### src/rtl/csnn_pkg.sv
// Shared definitions for the convolution + LIF layer.
// Contents: receptive-field geometry, pixel bit positions inside a 4-bit field,
// the input-current width, the FSM state type and the default 2x2 kernel set.
package csnn_pkg;

    localparam int unsigned FIELD_W    = 4;
    localparam int unsigned NUM_FIELDS = 16;

    // Pixel positions inside one field (bit index == pixel index p of the weights)
    localparam int unsigned PIX_TL = 3;
    localparam int unsigned PIX_TR = 2;
    localparam int unsigned PIX_BL = 1;
    localparam int unsigned PIX_BR = 0;

    // Sum of four signed 4-bit weights always fits in 6 signed bits
    localparam int unsigned CUR_W = 6;

    // Kernel k, pixel p at [k*16 + p*4 +: 4]
    localparam logic [63:0] DEFAULT_WEIGHTS = 64'h3DD3_3D3D_33DD_2222;

    typedef enum logic [1:0] {
        StIdle,
        StSweep,
        StEmit,
        StDone
    } state_e;

endpackage

### src/rtl/lif_neuron.sv
// Combinational leaky integrate-and-fire update for one membrane.
// Ports:
//   v       in  VW     current membrane potential (never negative in practice)
//   i       in  CUR_W  signed input current for this field
//   thresh  in  VW     firing threshold (spike when updated V >= thresh)
//   v_next  out VW     membrane value to write back (0 after a spike)
//   spike   out 1      neuron fired this update
module lif_neuron
    import csnn_pkg::*;
#(
    parameter int unsigned VW         = 8,
    parameter int unsigned LEAK_SHIFT = 1
) (
    input  logic signed [VW-1:0]    v,
    input  logic signed [CUR_W-1:0] i,
    input  logic signed [VW-1:0]    thresh,
    output logic signed [VW-1:0]    v_next,
    output logic                    spike
);

    // Wide enough that leak + current can never wrap before saturation
    localparam int unsigned SW = VW + CUR_W;
    localparam logic signed [SW-1:0] VMAX = SW'((64'd1 << (VW - 1)) - 64'd1);

    logic signed [SW-1:0] v_ext;
    logic signed [SW-1:0] i_ext;
    logic signed [SW-1:0] sum;
    logic signed [VW-1:0] v_sat;

    always_comb begin
        v_ext = {{CUR_W{v[VW-1]}}, v};
        i_ext = {{VW{i[CUR_W-1]}}, i};
        sum   = v_ext - (v_ext >>> LEAK_SHIFT) + i_ext;

        if (sum < 0) begin
            v_sat = '0;
        end else if (sum > VMAX) begin
            v_sat = VMAX[VW-1:0];
        end else begin
            v_sat = sum[VW-1:0];
        end

        spike  = (v_sat >= thresh);
        v_next = spike ? '0 : v_sat;
    end

endmodule

### src/rtl/csnn_conv_lif.sv
// 2x2 convolution + leaky integrate-and-fire layer.
// Sweeps the 16 receptive fields of a latched 64-bit code one field per cycle, all kernels
// in parallel, for NUM_STEPS timesteps; emits a spike map per step and spike counts at the end.
// Ports:
//   clk        in  1               clock
//   rst        in  1               synchronous reset, active-high
//   start      in  1               start request, only looked at in idle
//   code_in    in  64              field f at [63-4f -: 4] (bit3=TL .. bit0=BR)
//   busy       out 1               inference in progress (sweep/emit)
//   step_valid out 1               one-cycle pulse per completed timestep
//   spike_map  out 16*NUM_KERNELS  bit k*16+f: kernel k fired at field f; valid with step_valid
//   done       out 1               one-cycle pulse at end of inference
//   spike_cnt  out 8*NUM_KERNELS   per-kernel spike totals at [k*8 +: 8]
module csnn_conv_lif
    import csnn_pkg::*;
#(
    parameter int unsigned                 NUM_KERNELS = 4,
    parameter logic [16*NUM_KERNELS-1:0]   WEIGHTS     = DEFAULT_WEIGHTS,
    parameter int unsigned                 VW          = 8,
    parameter logic signed [VW-1:0]        THRESH      = 8'sd4,
    parameter int unsigned                 LEAK_SHIFT  = 1,
    parameter int unsigned                 NUM_STEPS   = 4
) (
    input  logic                          clk,
    input  logic                          rst,
    input  logic                          start,
    input  logic [63:0]                   code_in,
    output logic                          busy,
    output logic                          step_valid,
    output logic [16*NUM_KERNELS-1:0]     spike_map,
    output logic                          done,
    output logic [8*NUM_KERNELS-1:0]      spike_cnt
);

    state_e state_q, state_d;

    logic [63:0]                 code_q;
    logic [3:0]                  field_q;
    logic [3:0]                  step_q;
    logic [16*NUM_KERNELS-1:0]   map_q;
    logic [8*NUM_KERNELS-1:0]    cnt_q;
    logic signed [VW-1:0]        mem_q [NUM_KERNELS][NUM_FIELDS];

    logic [FIELD_W-1:0]          fields [NUM_FIELDS];
    logic [FIELD_W-1:0]          cur_fld;
    logic signed [CUR_W-1:0]     cur_i  [NUM_KERNELS];
    logic signed [VW-1:0]        v_next [NUM_KERNELS];
    logic [NUM_KERNELS-1:0]      spk;

    // Contribution of pixel p to kernel k: its weight if the pixel is set, else 0
    function automatic logic signed [CUR_W-1:0] wterm(input logic [FIELD_W-1:0] fld,
                                                      input int unsigned k,
                                                      input int unsigned p);
        logic [3:0] w;
        w = WEIGHTS[k*16 + p*4 +: 4];
        return fld[p] ? {{(CUR_W-4){w[3]}}, w} : '0;
    endfunction

    // Field 0 sits in the top nibble of the code
    always_comb begin
        for (int f = 0; f < NUM_FIELDS; f++) begin
            fields[f] = code_q[(NUM_FIELDS-1-f)*FIELD_W +: FIELD_W];
        end
        cur_fld = fields[field_q];
    end

    always_comb begin
        for (int k = 0; k < NUM_KERNELS; k++) begin
            cur_i[k] = wterm(cur_fld, k, PIX_TL) + wterm(cur_fld, k, PIX_TR)
                     + wterm(cur_fld, k, PIX_BL) + wterm(cur_fld, k, PIX_BR);
        end
    end

    for (genvar k = 0; k < NUM_KERNELS; k++) begin : g_lif
        lif_neuron #(
            .VW         (VW),
            .LEAK_SHIFT (LEAK_SHIFT)
        ) u_lif (
            .v      (mem_q[k][field_q]),
            .i      (cur_i[k]),
            .thresh (THRESH),
            .v_next (v_next[k]),
            .spike  (spk[k])
        );
    end

    // Next state and decoded outputs
    always_comb begin
        state_d    = state_q;
        busy       = 1'b0;
        step_valid = 1'b0;
        done       = 1'b0;
        unique case (state_q)
            StIdle: begin
                if (start) state_d = StSweep;
            end
            StSweep: begin
                busy = 1'b1;
                if (field_q == 4'(NUM_FIELDS - 1)) state_d = StEmit;
            end
            StEmit: begin
                busy       = 1'b1;
                step_valid = 1'b1;
                state_d    = (step_q == 4'(NUM_STEPS - 1)) ? StDone : StSweep;
            end
            StDone: begin
                done    = 1'b1;
                state_d = StIdle;
            end
            default: state_d = StIdle;
        endcase
    end

    always_ff @(posedge clk) begin
        if (rst) begin
            state_q <= StIdle;
            code_q  <= '0;
            field_q <= '0;
            step_q  <= '0;
            map_q   <= '0;
            cnt_q   <= '0;
            for (int k = 0; k < NUM_KERNELS; k++) begin
                for (int f = 0; f < NUM_FIELDS; f++) begin
                    mem_q[k][f] <= '0;
                end
            end
        end else begin
            state_q <= state_d;
            case (state_q)
                StIdle: begin
                    if (start) begin
                        code_q  <= code_in;
                        field_q <= '0;
                        step_q  <= '0;
                        map_q   <= '0;
                        cnt_q   <= '0;
                        for (int k = 0; k < NUM_KERNELS; k++) begin
                            for (int f = 0; f < NUM_FIELDS; f++) begin
                                mem_q[k][f] <= '0;
                            end
                        end
                    end
                end
                StSweep: begin
                    // field_q wraps to 0 after field 15, ready for the next step
                    field_q <= field_q + 4'd1;
                    for (int k = 0; k < NUM_KERNELS; k++) begin
                        mem_q[k][field_q] <= v_next[k];
                        if (spk[k]) begin
                            map_q[k*NUM_FIELDS + int'(field_q)] <= 1'b1;
                            cnt_q[k*8 +: 8] <= cnt_q[k*8 +: 8] + 8'd1;
                        end
                    end
                end
                StEmit: begin
                    map_q  <= '0;
                    step_q <= step_q + 4'd1;
                end
                default: ;
            endcase
        end
    end

    assign spike_map = map_q;
    assign spike_cnt = cnt_q;

endmodule

### config.mk
export PLATFORM = sky130hd
export DESIGN_NAME = csnn_conv_lif
export DESIGN_NICKNAME = d
export VERILOG_FILES = /design/src/rtl/csnn_pkg.sv /design/src/rtl/lif_neuron.sv /design/src/rtl/csnn_conv_lif.sv
export SDC_FILE = /design/constraint.sdc
export NUM_CORES = 1
export LEC_CHECK = 0
export BUFFER_PORTS_ARGS = -buffer_cell sky130_fd_sc_hd__buf_2
export CORE_UTILIZATION = 57
export CTS_BUF_LIST = sky130_fd_sc_hd__clkbuf_2 sky130_fd_sc_hd__clkbuf_4 sky130_fd_sc_hd__clkbuf_8
export DETAILED_ROUTE_END_ITERATION = 6
export PLACE_DENSITY = 0.78
export SLEW_MARGIN = 5
export SYNTH_ARGS = -nofsm -noshare
export SYNTH_HDL_FRONTEND = slang
export SYNTH_SLANG_ARGS = --single-unit
### constraint.sdc
create_clock -name clk -period 7.1 [get_ports clk]
set_input_delay 0.71 -clock clk [delete_from_list [all_inputs] [get_ports clk]]
set_output_delay 0.71 -clock clk [all_outputs]
set_load 0.02 [all_outputs]
==> results of run 1 <==
## power breakdown
part | leakage [uW] | internal (uW) | switching (uW)
sequential | 0.00605 | 4640 | 170
combinational | 0.00644 | 1840 | 2890
clock | 0.00120 | 1950 | 1510
total | 0.0137 | 8440 | 4570
## stage by stage
step	area, sq um	total power [uW]	hold WS [ns]	setup slack [ns]
6_report	33300	13000	0.206	0.425
5_1_grt	33300	13700	0.172	0.0374
4_1_cts	33300	13000	0.174	0.461
3_5_place_dp	31000	9530	0.442	0.439
3_3_place_gp	31000	9270	0.435	0.631
2_1_floorplan	29600	8340	0.425	0.128
## placed cells by master (no fill, tap or decap), types with 5 or more instances in the layout
cell and count:
sky130_fd_sc_hd__a211oi_1 8, sky130_fd_sc_hd__a21o_1 18, sky130_fd_sc_hd__a21oi_1 111, sky130_fd_sc_hd__a22o_1 66, sky130_fd_sc_hd__and2_1 10, sky130_fd_sc_hd__and3_1 196, sky130_fd_sc_hd__buf_2 165, sky130_fd_sc_hd__buf_4 37
sky130_fd_sc_hd__clkbuf_4 38, sky130_fd_sc_hd__clkbuf_8 126, sky130_fd_sc_hd__clkinv_1 12, sky130_fd_sc_hd__clkinv_2 8, sky130_fd_sc_hd__clkinvlp_4 6, sky130_fd_sc_hd__conb_1 198, sky130_fd_sc_hd__dfxtp_1 414, sky130_fd_sc_hd__diode_2 7
sky130_fd_sc_hd__edfxtp_1 264, sky130_fd_sc_hd__fa_1 34, sky130_fd_sc_hd__ha_1 74, sky130_fd_sc_hd__inv_1 75, sky130_fd_sc_hd__mux2_2 5, sky130_fd_sc_hd__mux4_2 180, sky130_fd_sc_hd__nand2_1 105, sky130_fd_sc_hd__nand2b_1 13
sky130_fd_sc_hd__nand3_1 72, sky130_fd_sc_hd__nand4_1 16, sky130_fd_sc_hd__nor2_1 166, sky130_fd_sc_hd__nor2b_1 5, sky130_fd_sc_hd__nor3_1 38, sky130_fd_sc_hd__o211ai_1 5, sky130_fd_sc_hd__o21a_1 35, sky130_fd_sc_hd__o21ai_0 55
sky130_fd_sc_hd__o31ai_1 8, sky130_fd_sc_hd__or2_2 6, sky130_fd_sc_hd__or3_1 12, sky130_fd_sc_hd__or4_1 8, sky130_fd_sc_hd__xnor2_1 8, sky130_fd_sc_hd__xor2_1 15
## state kept, by name (all words and copies together) (netlist names)
signal / count
mem_q: 512
code_q: 64
spike_map: 64
spike_cnt: 32
field_q: 4
step_q: 4
state_q: 2
## area by class of cell
class	instances	area share, %
inverters	75	0.844
clock inverters	31	0.799
clock buffers	164	6.06
well taps	672	2.52
diodes	7	0.0525
flip-flops and latches	682	48.9
repair buffers	204	3.43
multi-input cells	1533	37.4
## path summary, 6_finish.rpt
check                            start                          to
max            field_q[0]$_SDFFE_PP0P_  spike_map[33]$_SDFFE_PP0P_
min                        code_in[34]     code_q[34]$_SDFFE_PP0P_
max reg2reg    field_q[0]$_SDFFE_PP0P_  spike_map[33]$_SDFFE_PP0P_
min reg2reg  mem_q[2][73]$_SDFFE_PP0P_   mem_q[2][73]$_SDFFE_PP0P_
## Yosys cell counts, drive strengths merged (11+ instances only)
master / number
and3: 196
inv: 75
a21o: 18
fa: 34
clkbuf: 127
nor3: 38
dfxtp: 418
a21oi: 113
o21a: 35
nand4: 16
or3: 12
nand2b: 13
buf: 30
edfxtp: 264
mux4: 180
nand2: 105
o21ai: 61
a22o: 66
nand3: 72
nor2: 167
ha: 74
and2: 11
xor2: 15
## layer usage
layer / track usage [%] / wire length, um / up-vias
met5: 0 / 18 / -
met4: 11.6 / 2430 / 2
met3: 4.99 / 4770 / 179
met2: 44.0 / 33800 / 791
met1: 35.0 / 27200 / 9707
li1: - / - / 8943
## cells by family after synthesis
family / after synthesis
multiplexers: 187
flip-flops: 682
AND/OR/NAND/NOR: 667
adder cells (fa/ha/maj): 108
buffers and inverters: 232
XOR/XNOR: 23
other: 1
AO/OA/AOI/OAI: 350
==> flow_summary.html, run 1 <==
<table>
<tr><th>Metric</th><th>Value</th></tr>
<tr><th colspan="2">Outcome</th></tr>
<tr><td>Result of the run</td><td>finished, final reports clean</td></tr>
<tr><th colspan="2">Synthesis</th></tr>
<tr><td>Compound-cell area share of the yosys netlist</td><td>8.15%</td></tr>
<tr><td>Average cell area after synthesis</td><td>12.8 sq um</td></tr>
<tr><td>Netlist cell types</td><td>70</td></tr>
<tr><td>Basic-gate share of the synthesized area counting and, or, nand and nor cells</td><td>11.8%</td></tr>
<tr><td>Number of enable-type register cells in the synthesized netlist</td><td>264</td></tr>
<tr><td>Mux share of post-synthesis cell area</td><td>14.3%</td></tr>
<tr><td>Synthesis-stage register bit count</td><td>682</td></tr>
<tr><td>Netlist area before placement</td><td>0.0289 sq mm</td></tr>
<tr><td>Arithmetic-cell share of the synthesized area counting full adders, half adders and majority gates</td><td>5.56%</td></tr>
<tr><td>Portion of synthesized cell area occupied by the leading cell type</td><td>29.0%</td></tr>
<tr><td>Count of mapped cells out of synthesis</td><td>2250</td></tr>
<tr><td>Leading register cell type out of synthesis</td><td>sky130_fd_sc_hd__dfxtp_1</td></tr>
<tr><td>Area share of xor/xnor cells in the synthesized design</td><td>0.698%</td></tr>
<tr><td>Fraction of registers with async set/reset</td><td>0%</td></tr>
<tr><td>Largest cells by area after synthesis</td><td>sky130_fd_sc_hd__dfxtp_1, sky130_fd_sc_hd__edfxtp_1, sky130_fd_sc_hd__mux4_2, sky130_fd_sc_hd__and3_1, sky130_fd_sc_hd__ha_1</td></tr>
<tr><td>Area leader, netlist</td><td>sky130_fd_sc_hd__dfxtp_1</td></tr>
<tr><td>Synth warn</td><td>0</td></tr>
<tr><td>Sequential fraction of the synthesis area</td><td>56.4%</td></tr>
<tr><td>Dominant combinational cell family by area after synthesis</td><td>multiplexers</td></tr>
<tr><th colspan="2">Route</th></tr>
<tr><td>Via total after detailed routing</td><td>19.6k</td></tr>
<tr><td>Routed via count divided by cell count</td><td>5.83</td></tr>
<tr><td>Average routed wire per standard cell</td><td>20.2 um</td></tr>
<tr><td>Remaining routing DRC violations</td><td>0</td></tr>
<tr><td>WL final</td><td>68200 um</td></tr>
<tr><td>Detailed-routing iteration count for the pre-antenna-repair pass</td><td>7</td></tr>
<tr><td>Antenna violation net count after detailed routing</td><td>0</td></tr>
<tr><td>Drt initial violations</td><td>1649</td></tr>
<tr><th colspan="2">Floorplan</th></tr>
<tr><td>Initial cell density of the core</td><td>57.7%</td></tr>
<tr><td>Die area</td><td>0.0516 sq mm</td></tr>
<tr><td>Std-Cell Rows</td><td>82</td></tr>
<tr><td>Core Area</td><td>0.0501 sq mm</td></tr>
<tr><td>Die Y</td><td>227 um</td></tr>
<tr><td>Chip width</td><td>227 um</td></tr>
<tr><td>Io pins</td><td>166</td></tr>
<tr><th colspan="2">Layout</th></tr>
<tr><td>Final Non-Filler Cells</td><td>3368</td></tr>
<tr><td>Multi-input combinational cell area</td><td>0.0125 sq mm</td></tr>
<tr><td>Synthesis-to-finish area growth</td><td>15.5%</td></tr>
<tr><td>Filler Cell Count</td><td>3644</td></tr>
<tr><td>Layout net count</td><td>2777</td></tr>
<tr><td>Share of the core filled with cells in the final layout</td><td>66.6%</td></tr>
<tr><td>Fraction of layout instances using a drive strength above 1</td><td>22.1%</td></tr>
<tr><td>Area of all sequential standard cells</td><td>0.0163 sq mm</td></tr>
<tr><th colspan="2">STA</th></tr>
<tr><td>Slew at the pin closest to its max-slew limit</td><td>1.30 ns</td></tr>
<tr><td>Number of endpoints failing setup at the final stage</td><td>0</td></tr>
<tr><td>Tmin final</td><td>6.67 ns</td></tr>
<tr><td>Count of endpoints failing hold in the final timing report</td><td>0</td></tr>
<tr><td>Maximum clock frequency</td><td>150 MHz</td></tr>
<tr><td>Total negative slack for setup checks</td><td>0 ns</td></tr>
<tr><td>RSZ-0062 raised after global routing</td><td>no</td></tr>
<tr><td>Headroom to the max-slew limit</td><td>13.5%</td></tr>
<tr><td>Share of the clock period used by the worst path</td><td>94.0%</td></tr>
<tr><td>Worst clock skew</td><td>0.0302 ns</td></tr>
<tr><td>Final-report max-slew violation count</td><td>0</td></tr>
<tr><th colspan="2">Setup path</th></tr>
<tr><td>Data arrival time at the worst-slack endpoint</td><td>7.29 ns</td></tr>
<tr><td>CP startpoint kind</td><td>register</td></tr>
<tr><td>Cell Chain, Critical Path</td><td>mux4_2 -&gt; mux4_2 -&gt; ha_1 -&gt; fa_1 -&gt; inv_1 -&gt; fa_1 -&gt; inv_1 -&gt; fa_1 -&gt; inv_1 -&gt; fa_1 -&gt; ha_1 -&gt; and3_1 -&gt; a22oi_1 -&gt; o311ai_0 -&gt; a32o_1 -&gt; nor2_1 -&gt; a21oi_1 -&gt; nor2_1</td></tr>
<tr><td>Category of the worst setup path capture point</td><td>register</td></tr>
<tr><td>Worst path depth</td><td>18</td></tr>
<tr><td>Required arrival time at the worst endpoint</td><td>7.71 ns</td></tr>
<tr><td>Worst path top cell family by delay</td><td>adder cells</td></tr>
<tr><td>Setup slack of the most critical reg-to-reg path</td><td>0.43 ns</td></tr>
<tr><td>Worst r2r path cells</td><td>18</td></tr>
<tr><td>Startpoint-to-endpoint class of the critical path</td><td>register to register</td></tr>
<tr><td>Critical-path maximum fanout</td><td>19</td></tr>
<tr><td>CP dominant cell by count</td><td>sky130_fd_sc_hd__fa_1</td></tr>
<tr><td>Number of buffers and inverters on the critical path</td><td>3</td></tr>
<tr><td>Max incr delay on CP</td><td>0.87 ns</td></tr>
<tr><td>Max stage delay cell, worst path</td><td>sky130_fd_sc_hd__nor2_1</td></tr>
<tr><th colspan="2">Clock network</th></tr>
<tr><td>Setup fix buffers added after clock tree synthesis</td><td>0</td></tr>
<tr><td>Library cell used as clock root buffer</td><td>sky130_fd_sc_hd__clkbuf_8</td></tr>
<tr><td>Clock latency at the later pin of the worst-skew pair</td><td>0.71 ns</td></tr>
<tr><td>TritonCTS buffer count</td><td>106</td></tr>
<tr><td>Maximum level of the CTS H-tree</td><td>3</td></tr>
<tr><td>Number of gates given a new drive strength after cts</td><td>0</td></tr>
<tr><td>CTS tree</td><td>built</td></tr>
<tr><td>Post-CTS clock slew at the launch and capture registers of the worst setup and hold paths</td><td>0.06 ns</td></tr>
<tr><td>Maximum clock insertion buffer count</td><td>3</td></tr>
<tr><td>TritonCTS sink count</td><td>682</td></tr>
<tr><td>Number of buffers added to fix hold violations after cts</td><td>0</td></tr>
<tr><th colspan="2">Power</th></tr>
<tr><td>Maximum vdd ir drop</td><td>0.258 mV</td></tr>
<tr><td>Leakage Power</td><td>0.0137 uW</td></tr>
<tr><td>P per Cell Area</td><td>390 mW/mm^2</td></tr>
<tr><th colspan="2">Global route</th></tr>
<tr><td>Pin count of the biggest net entering global routing</td><td>278</td></tr>
<tr><td>Total overflow reported by the global router</td><td>0</td></tr>
<tr><td>Number of antenna violations at the first check in global routing</td><td>5</td></tr>
<tr><td>Aggregate global-route resource usage</td><td>26.8%</td></tr>
<tr><td>Vias in the first global route</td><td>20.0k</td></tr>
<tr><td>First-pass GRT wire length</td><td>107000 um</td></tr>
<tr><th colspan="2">Placed design</th></tr>
<tr><td>Buffers added on ports</td><td>165</td></tr>
<tr><td>GP Congestion</td><td>0.912</td></tr>
<tr><td>Number of instances in the placed design</td><td>3166</td></tr>
<tr><td>Hpwl dp</td><td>44300 um</td></tr>
<tr><th colspan="2">Min path</th></tr>
<tr><td>Hold Crit Class</td><td>input pin to register</td></tr>
<tr><td>Hold Path Stages</td><td>2</td></tr>
<tr><th colspan="2">Run</th></tr>
<tr><td>Maximum capacitance violations</td><td>0</td></tr>
</table>
Power figures use the tool's default switching activity.
==> run 2, diff against run 1 <==
--- a/config.mk
+++ b/config.mk
@@ -5,6 +5,7 @@
 export SDC_FILE = /design/constraint.sdc
 export NUM_CORES = 1
 export LEC_CHECK = 0
+export ABC_AREA = 1
 export BUFFER_PORTS_ARGS = -buffer_cell sky130_fd_sc_hd__buf_2
 export CORE_UTILIZATION = 57
 export CTS_BUF_LIST = sky130_fd_sc_hd__clkbuf_2 sky130_fd_sc_hd__clkbuf_4 sky130_fd_sc_hd__clkbuf_8
==> run 2 against run 1 <==
Net effect:
- via count up 31%
- sequential power up 4%
- core utilization down 0.66 points
- combinational power up 120%
- synthesized cell count up 57%
- hold slack better by 0.046 ns
- synthesized area up 5.2%
- maximum frequency up 1.7%
- power up 48%
==> flow_summary.html, run 2 <==
<table>
<tr><th>Metric</th><th>Value</th></tr>
<tr><th colspan="2">Placed design</th></tr>
<tr><td>Buffers added on ports</td><td>165 (unchanged)</td></tr>
<tr><td>Post-placement cell area</td><td>0.0322 sq mm (+3.9%)</td></tr>
<tr><td>Number of instances in the placed design</td><td>4400 (+39%)</td></tr>
<tr><td>GP Congestion</td><td>0.876 (-3.9%)</td></tr>
<tr><td>Hpwl dp</td><td>52800 um (+19%)</td></tr>
<tr><th colspan="2">Route</th></tr>
<tr><td>Routed via count divided by cell count</td><td>5.56 (-4.5%)</td></tr>
<tr><td>Antenna violation net count after detailed routing</td><td>0 (unchanged)</td></tr>
<tr><td>Detailed-routing iteration count for the pre-antenna-repair pass</td><td>6 (-1)</td></tr>
<tr><td>Via total after detailed routing</td><td>25.6k (+31%)</td></tr>
<tr><td>Remaining routing DRC violations</td><td>0 (unchanged)</td></tr>
<tr><td>WL final</td><td>82000 um (+20%)</td></tr>
<tr><td>Drt initial violations</td><td>2475 (+50%)</td></tr>
<tr><td>Average routed wire per standard cell</td><td>17.8 um (-12%)</td></tr>
<tr><th colspan="2">Layout</th></tr>
<tr><td>Commonest non-fill, non-tap cells in the layout</td><td>sky130_fd_sc_hd__nand2_1, sky130_fd_sc_hd__nor2_1, sky130_fd_sc_hd__dfxtp_1, sky130_fd_sc_hd__o21ai_0, sky130_fd_sc_hd__a21oi_1</td></tr>
<tr><td>Synthesis-to-finish area growth</td><td>14.3%</td></tr>
<tr><td>Layout net count</td><td>3998 (+44%)</td></tr>
<tr><td>Fraction of layout instances using a drive strength above 1</td><td>11.4% (-11 points)</td></tr>
<tr><td>Share of the core filled with cells in the final layout</td><td>65.9% (-0.66 points)</td></tr>
<tr><td>Max FFs per register</td><td>512 (unchanged)</td></tr>
<tr><td>Most frequent standard cell in the layout excluding fill and tap cells</td><td>sky130_fd_sc_hd__nand2_1</td></tr>
<tr><td>Final Non-Filler Cells</td><td>4605 (+37%)</td></tr>
<tr><td>Final Instance Area</td><td>0.0347 sq mm (+4.1%)</td></tr>
<tr><td>Top register by number of flip-flops</td><td>mem_q</td></tr>
<tr><th colspan="2">Synthesis</th></tr>
<tr><td>Netlist cell types</td><td>50 (-29%)</td></tr>
<tr><td>Area leader, netlist</td><td>sky130_fd_sc_hd__dfxtp_1</td></tr>
<tr><td>Synth cell count leaders</td><td>sky130_fd_sc_hd__nand2_1, sky130_fd_sc_hd__nor2_1, sky130_fd_sc_hd__dfxtp_1</td></tr>
<tr><td>Fraction of registers with async set/reset</td><td>0% (unchanged)</td></tr>
<tr><td>Number of enable-type register cells in the synthesized netlist</td><td>264 (unchanged)</td></tr>
<tr><td>Average cell area after synthesis</td><td>8.58 sq um (-33%)</td></tr>
<tr><td>Netlist area before placement</td><td>0.0304 sq mm (+5.2%)</td></tr>
<tr><td>Synth warn</td><td>0 (unchanged)</td></tr>
<tr><td>Dominant combinational cell family by area after synthesis</td><td>simple AND/OR/NAND/NOR gates</td></tr>
<tr><td>Basic-gate share of the synthesized area counting and, or, nand and nor cells</td><td>18.4% (+6.6 points)</td></tr>
<tr><td>Synthesis-stage register bit count</td><td>682 (unchanged)</td></tr>
<tr><td>Sequential fraction of the synthesis area</td><td>53.6% (-2.8 points)</td></tr>
<tr><td>Arithmetic-cell share of the synthesized area counting full adders, half adders and majority gates</td><td>5.29% (-0.28 points)</td></tr>
<tr><td>Largest cells by area after synthesis</td><td>sky130_fd_sc_hd__dfxtp_1, sky130_fd_sc_hd__edfxtp_1, sky130_fd_sc_hd__o21ai_0, sky130_fd_sc_hd__nand2_1, sky130_fd_sc_hd__a21oi_1</td></tr>
<tr><td>Count of mapped cells out of synthesis</td><td>3541 (+57%)</td></tr>
<tr><td>Area share of xor/xnor cells in the synthesized design</td><td>0.980% (+0.28 points)</td></tr>
<tr><td>Library cell with the highest instance count after synthesis</td><td>sky130_fd_sc_hd__nand2_1</td></tr>
<tr><td>Mux share of post-synthesis cell area</td><td>0.0371% (-14 points)</td></tr>
<tr><td>Compound-cell area share of the yosys netlist</td><td>14.7% (+6.6 points)</td></tr>
<tr><td>Leading register cell type out of synthesis</td><td>sky130_fd_sc_hd__dfxtp_1</td></tr>
<tr><td>Portion of synthesized cell area occupied by the leading cell type</td><td>27.5% (-1.4 points)</td></tr>
<tr><th colspan="2">Clock network</th></tr>
<tr><td>Maximum level of the CTS H-tree</td><td>3 (unchanged)</td></tr>
<tr><td>Library cell used as clock root buffer</td><td>sky130_fd_sc_hd__clkbuf_8</td></tr>
<tr><td>Number of gates given a new drive strength after cts</td><td>0 (unchanged)</td></tr>
<tr><td>Setup fix buffers added after clock tree synthesis</td><td>0 (unchanged)</td></tr>
<tr><td>Maximum clock insertion buffer count</td><td>3 (unchanged)</td></tr>
<tr><td>CTS tree</td><td>built</td></tr>
<tr><td>Clock latency at the later pin of the worst-skew pair</td><td>0.75 ns (+0.04 ns)</td></tr>
<tr><td>Post-CTS clock slew at the launch and capture registers of the worst setup and hold paths</td><td>0.06 ns (about the same)</td></tr>
<tr><td>Number of buffers added to fix hold violations after cts</td><td>0 (unchanged)</td></tr>
<tr><td>TritonCTS sink count</td><td>682 (unchanged)</td></tr>
<tr><td>TritonCTS buffer count</td><td>109 (+2.8%)</td></tr>
<tr><th colspan="2">Power</th></tr>
<tr><td>Total internal power</td><td>10400 uW (+23%)</td></tr>
<tr><td>Leakage Power</td><td>0.0141 uW (+3.2%)</td></tr>
<tr><td>Proportion of power drawn by flip-flops and latches</td><td>25.9% (-11 points)</td></tr>
<tr><td>P per Cell Area</td><td>555 mW/mm^2 (+42%)</td></tr>
<tr><td>Switching portion of total power</td><td>46.2% (+11 points)</td></tr>
<tr><td>Clock Power Share</td><td>19.4% (-7.2 points)</td></tr>
<tr><td>Power spent charging and discharging nets</td><td>8910 uW (+95%)</td></tr>
<tr><td>Gate power share</td><td>54.7% (+18 points)</td></tr>
<tr><td>Maximum vdd ir drop</td><td>0.666 mV (+160%)</td></tr>
<tr><th colspan="2">Setup path</th></tr>
<tr><td>Start point of the critical path</td><td>field_q[2]$_SDFFE_PP0P_</td></tr>
<tr><td>Data arrival time at the worst-slack endpoint</td><td>7.23 ns (-0.06 ns)</td></tr>
<tr><td>Required arrival time at the worst endpoint</td><td>7.77 ns (+0.06 ns)</td></tr>
<tr><td>Category of the worst setup path capture point</td><td>register</td></tr>
<tr><td>Number of buffers and inverters on the critical path</td><td>6 (+3)</td></tr>
<tr><td>Worst r2r src</td><td>field_q[2]$_SDFFE_PP0P_</td></tr>
<tr><td>CP dominant cell by count</td><td>sky130_fd_sc_hd__nand2_1</td></tr>
<tr><td>Critical-path maximum fanout</td><td>27 (+8)</td></tr>
<tr><td>Max stage delay cell, worst path</td><td>sky130_fd_sc_hd__nand2_1</td></tr>
<tr><td>Startpoint-to-endpoint class of the critical path</td><td>register to register</td></tr>
<tr><td>CP startpoint kind</td><td>register</td></tr>
<tr><td>Worst path top cell family by delay</td><td>adder cells</td></tr>
<tr><td>Max incr delay on CP</td><td>0.58 ns (-0.29 ns)</td></tr>
<tr><th colspan="2">STA</th></tr>
<tr><td>Number of endpoints failing setup at the final stage</td><td>0 (unchanged)</td></tr>
<tr><td>Share of the clock period used by the worst path</td><td>92.4% (-1.6 points)</td></tr>
<tr><td>Slew at the pin closest to its max-slew limit</td><td>1.10 ns (-0.194 ns)</td></tr>
<tr><td>Maximum clock frequency</td><td>152 MHz (+1.7%)</td></tr>
<tr><td>Headroom to the max-slew limit</td><td>26.1% (+13 points)</td></tr>
<tr><td>Final-report max-slew violation count</td><td>0 (unchanged)</td></tr>
<tr><td>Total negative slack for setup checks</td><td>0 ns (unchanged)</td></tr>
<tr><td>Tmin final</td><td>6.56 ns (-0.113 ns)</td></tr>
<tr><td>RSZ-0062 raised after global routing</td><td>no</td></tr>
<tr><td>Worst clock skew</td><td>0.0389 ns (+0.00879 ns)</td></tr>
<tr><td>Count of endpoints failing hold in the final timing report</td><td>0 (unchanged)</td></tr>
<tr><th colspan="2">Global route</th></tr>
<tr><td>Pin count of the biggest net entering global routing</td><td>102 (-63%)</td></tr>
<tr><td>Total overflow reported by the global router</td><td>0 (unchanged)</td></tr>
<tr><td>First-pass GRT wire length</td><td>128000 um (+20%)</td></tr>
<tr><td>Aggregate global-route resource usage</td><td>30.1% (+3.3 points)</td></tr>
<tr><td>Vias in the first global route</td><td>23.8k (+19%)</td></tr>
<tr><td>Number of antenna violations at the first check in global routing</td><td>1 (-4)</td></tr>
<tr><th colspan="2">Min path</th></tr>
<tr><td>Hold path startpoint</td><td>code_in[19]</td></tr>
<tr><td>Hold Crit Class</td><td>input pin to register</td></tr>
<tr><th colspan="2">Run</th></tr>
<tr><td>Maximum capacitance violations</td><td>0 (unchanged)</td></tr>
<tr><th colspan="2">Floorplan</th></tr>
<tr><td>Core Area</td><td>0.0527 sq mm (+5.2%)</td></tr>
<tr><td>Die Y</td><td>233 um (+2.5%)</td></tr>
<tr><td>Io pins</td><td>166 (unchanged)</td></tr>
<tr><td>Initial cell density of the core</td><td>57.7% (about the same)</td></tr>
<tr><td>Die area</td><td>0.0542 sq mm (+5.2%)</td></tr>
<tr><td>Chip width</td><td>233 um (+2.5%)</td></tr>
<tr><td>Std-Cell Rows</td><td>84 (+2.4%)</td></tr>
<tr><th colspan="2">Outcome</th></tr>
<tr><td>Result of the run</td><td>finished, final reports clean</td></tr>
</table>
==> run 2: cell count changes after synthesis, sizes merged, moves of 82 or more <==
| cell | change |
|---|---|
| mux4 | -180 |
| inv | +255 |
| a21oi | +234 |
| o21ai | +333 |
| nor2 | +268 |
| nand2 | +407 |
| o22ai | +82 |
| and3 | -194 |
==> run 2: layout make-up <==
class	instances	area, sq um
sequential	682	16300
fill	4426	17900
tap	688	861
timing repair buffer	196	1060
multi-input combinational	2498	12700
clock buffer	167	2080
antenna	1	2.50
inverter	336	1270
clock inverter	37	395
==> run 2: worst reg2reg max path, cell delays in order, from the launching register on <==
cell and delay (ns):
sky130_fd_sc_hd__dfxtp_1 0.43, sky130_fd_sc_hd__inv_2 0.09, sky130_fd_sc_hd__nand2_2 0.13, sky130_fd_sc_hd__clkinv_1 0.35
sky130_fd_sc_hd__nand2_1 0.19, sky130_fd_sc_hd__nand4_1 0.30, sky130_fd_sc_hd__inv_1 0.15, sky130_fd_sc_hd__ha_1 0.30
sky130_fd_sc_hd__fa_1 0.44, sky130_fd_sc_hd__inv_1 0.14, sky130_fd_sc_hd__fa_1 0.20, sky130_fd_sc_hd__inv_1 0.05
sky130_fd_sc_hd__fa_1 0.52, sky130_fd_sc_hd__inv_1 0.07, sky130_fd_sc_hd__fa_1 0.46, sky130_fd_sc_hd__ha_1 0.39
sky130_fd_sc_hd__a21oi_1 0.24, sky130_fd_sc_hd__nand2_1 0.10, sky130_fd_sc_hd__nand2_1 0.09, sky130_fd_sc_hd__nand2_1 0.07
sky130_fd_sc_hd__a31oi_1 0.31, sky130_fd_sc_hd__nor2_1 0.07, sky130_fd_sc_hd__nand2_1 0.09, sky130_fd_sc_hd__nand2_1 0.58
sky130_fd_sc_hd__nand2_1 0.48, sky130_fd_sc_hd__nand2_1 0.10, sky130_fd_sc_hd__a21oi_1 0.13
==> run 2: path summary, 6_finish.rpt <==
path / end / slack (ns) / cells after the start
max reg2reg: spike_cnt[30]$_SDFFE_PP0P_ / 0.54 / 26
max: spike_cnt[30]$_SDFFE_PP0P_ / 0.54 / 26
min reg2reg: mem_q[2][7]$_SDFFE_PP0P_ / 0.43 / 2
min: code_q[19]$_SDFFE_PP0P_ / 0.25 / 3
==> run 2: power by group through the flow <==
stage                     logic [uW]  clock network, uW  registers (uW)
after floorplan                 7900                  0            5010
after global placement         10200                  0            5050
after detailed placement       10300                  0            5070
after CTS                      10400               3760            4990
after global routing           11900               3930            5050
final                          10600               3730            4990
==> run 2: through the flow <==
stage	total power [uW]	setup WS, ns	hold WS [ns]
floorplan	12900	1.50	0.415
global placement	15200	0.736	0.422
detailed placement	15400	0.599	0.425
CTS	19100	0.541	0.212
global route	20900	0.0331	0.251
finish	19300	0.538	0.252
==> run 2: kinds of logic (layout without fill, tap and decap cells) <==
| family | after synthesis | in the layout |
|---|---|---|
| other cells | 1 | 199 |
| buf+inv | 558 | 736 |
| fa+ha+maj | 108 | 108 |
| flops | 682 | 682 |
| compound gates | 855 | 855 |
| xor+xnor | 34 | 34 |
| simple gates | 1302 | 1302 |
| mux | 1 | 1 |
==> run 2: per-layer routing <==
layer | GRT usage [%] | share of wire, %
met2 | 48.7 | 47
met4 | 13.4 | 4.2
met5 | 0 | 0
met3 | 5.13 | 7.0
met1 | 39.6 | 42
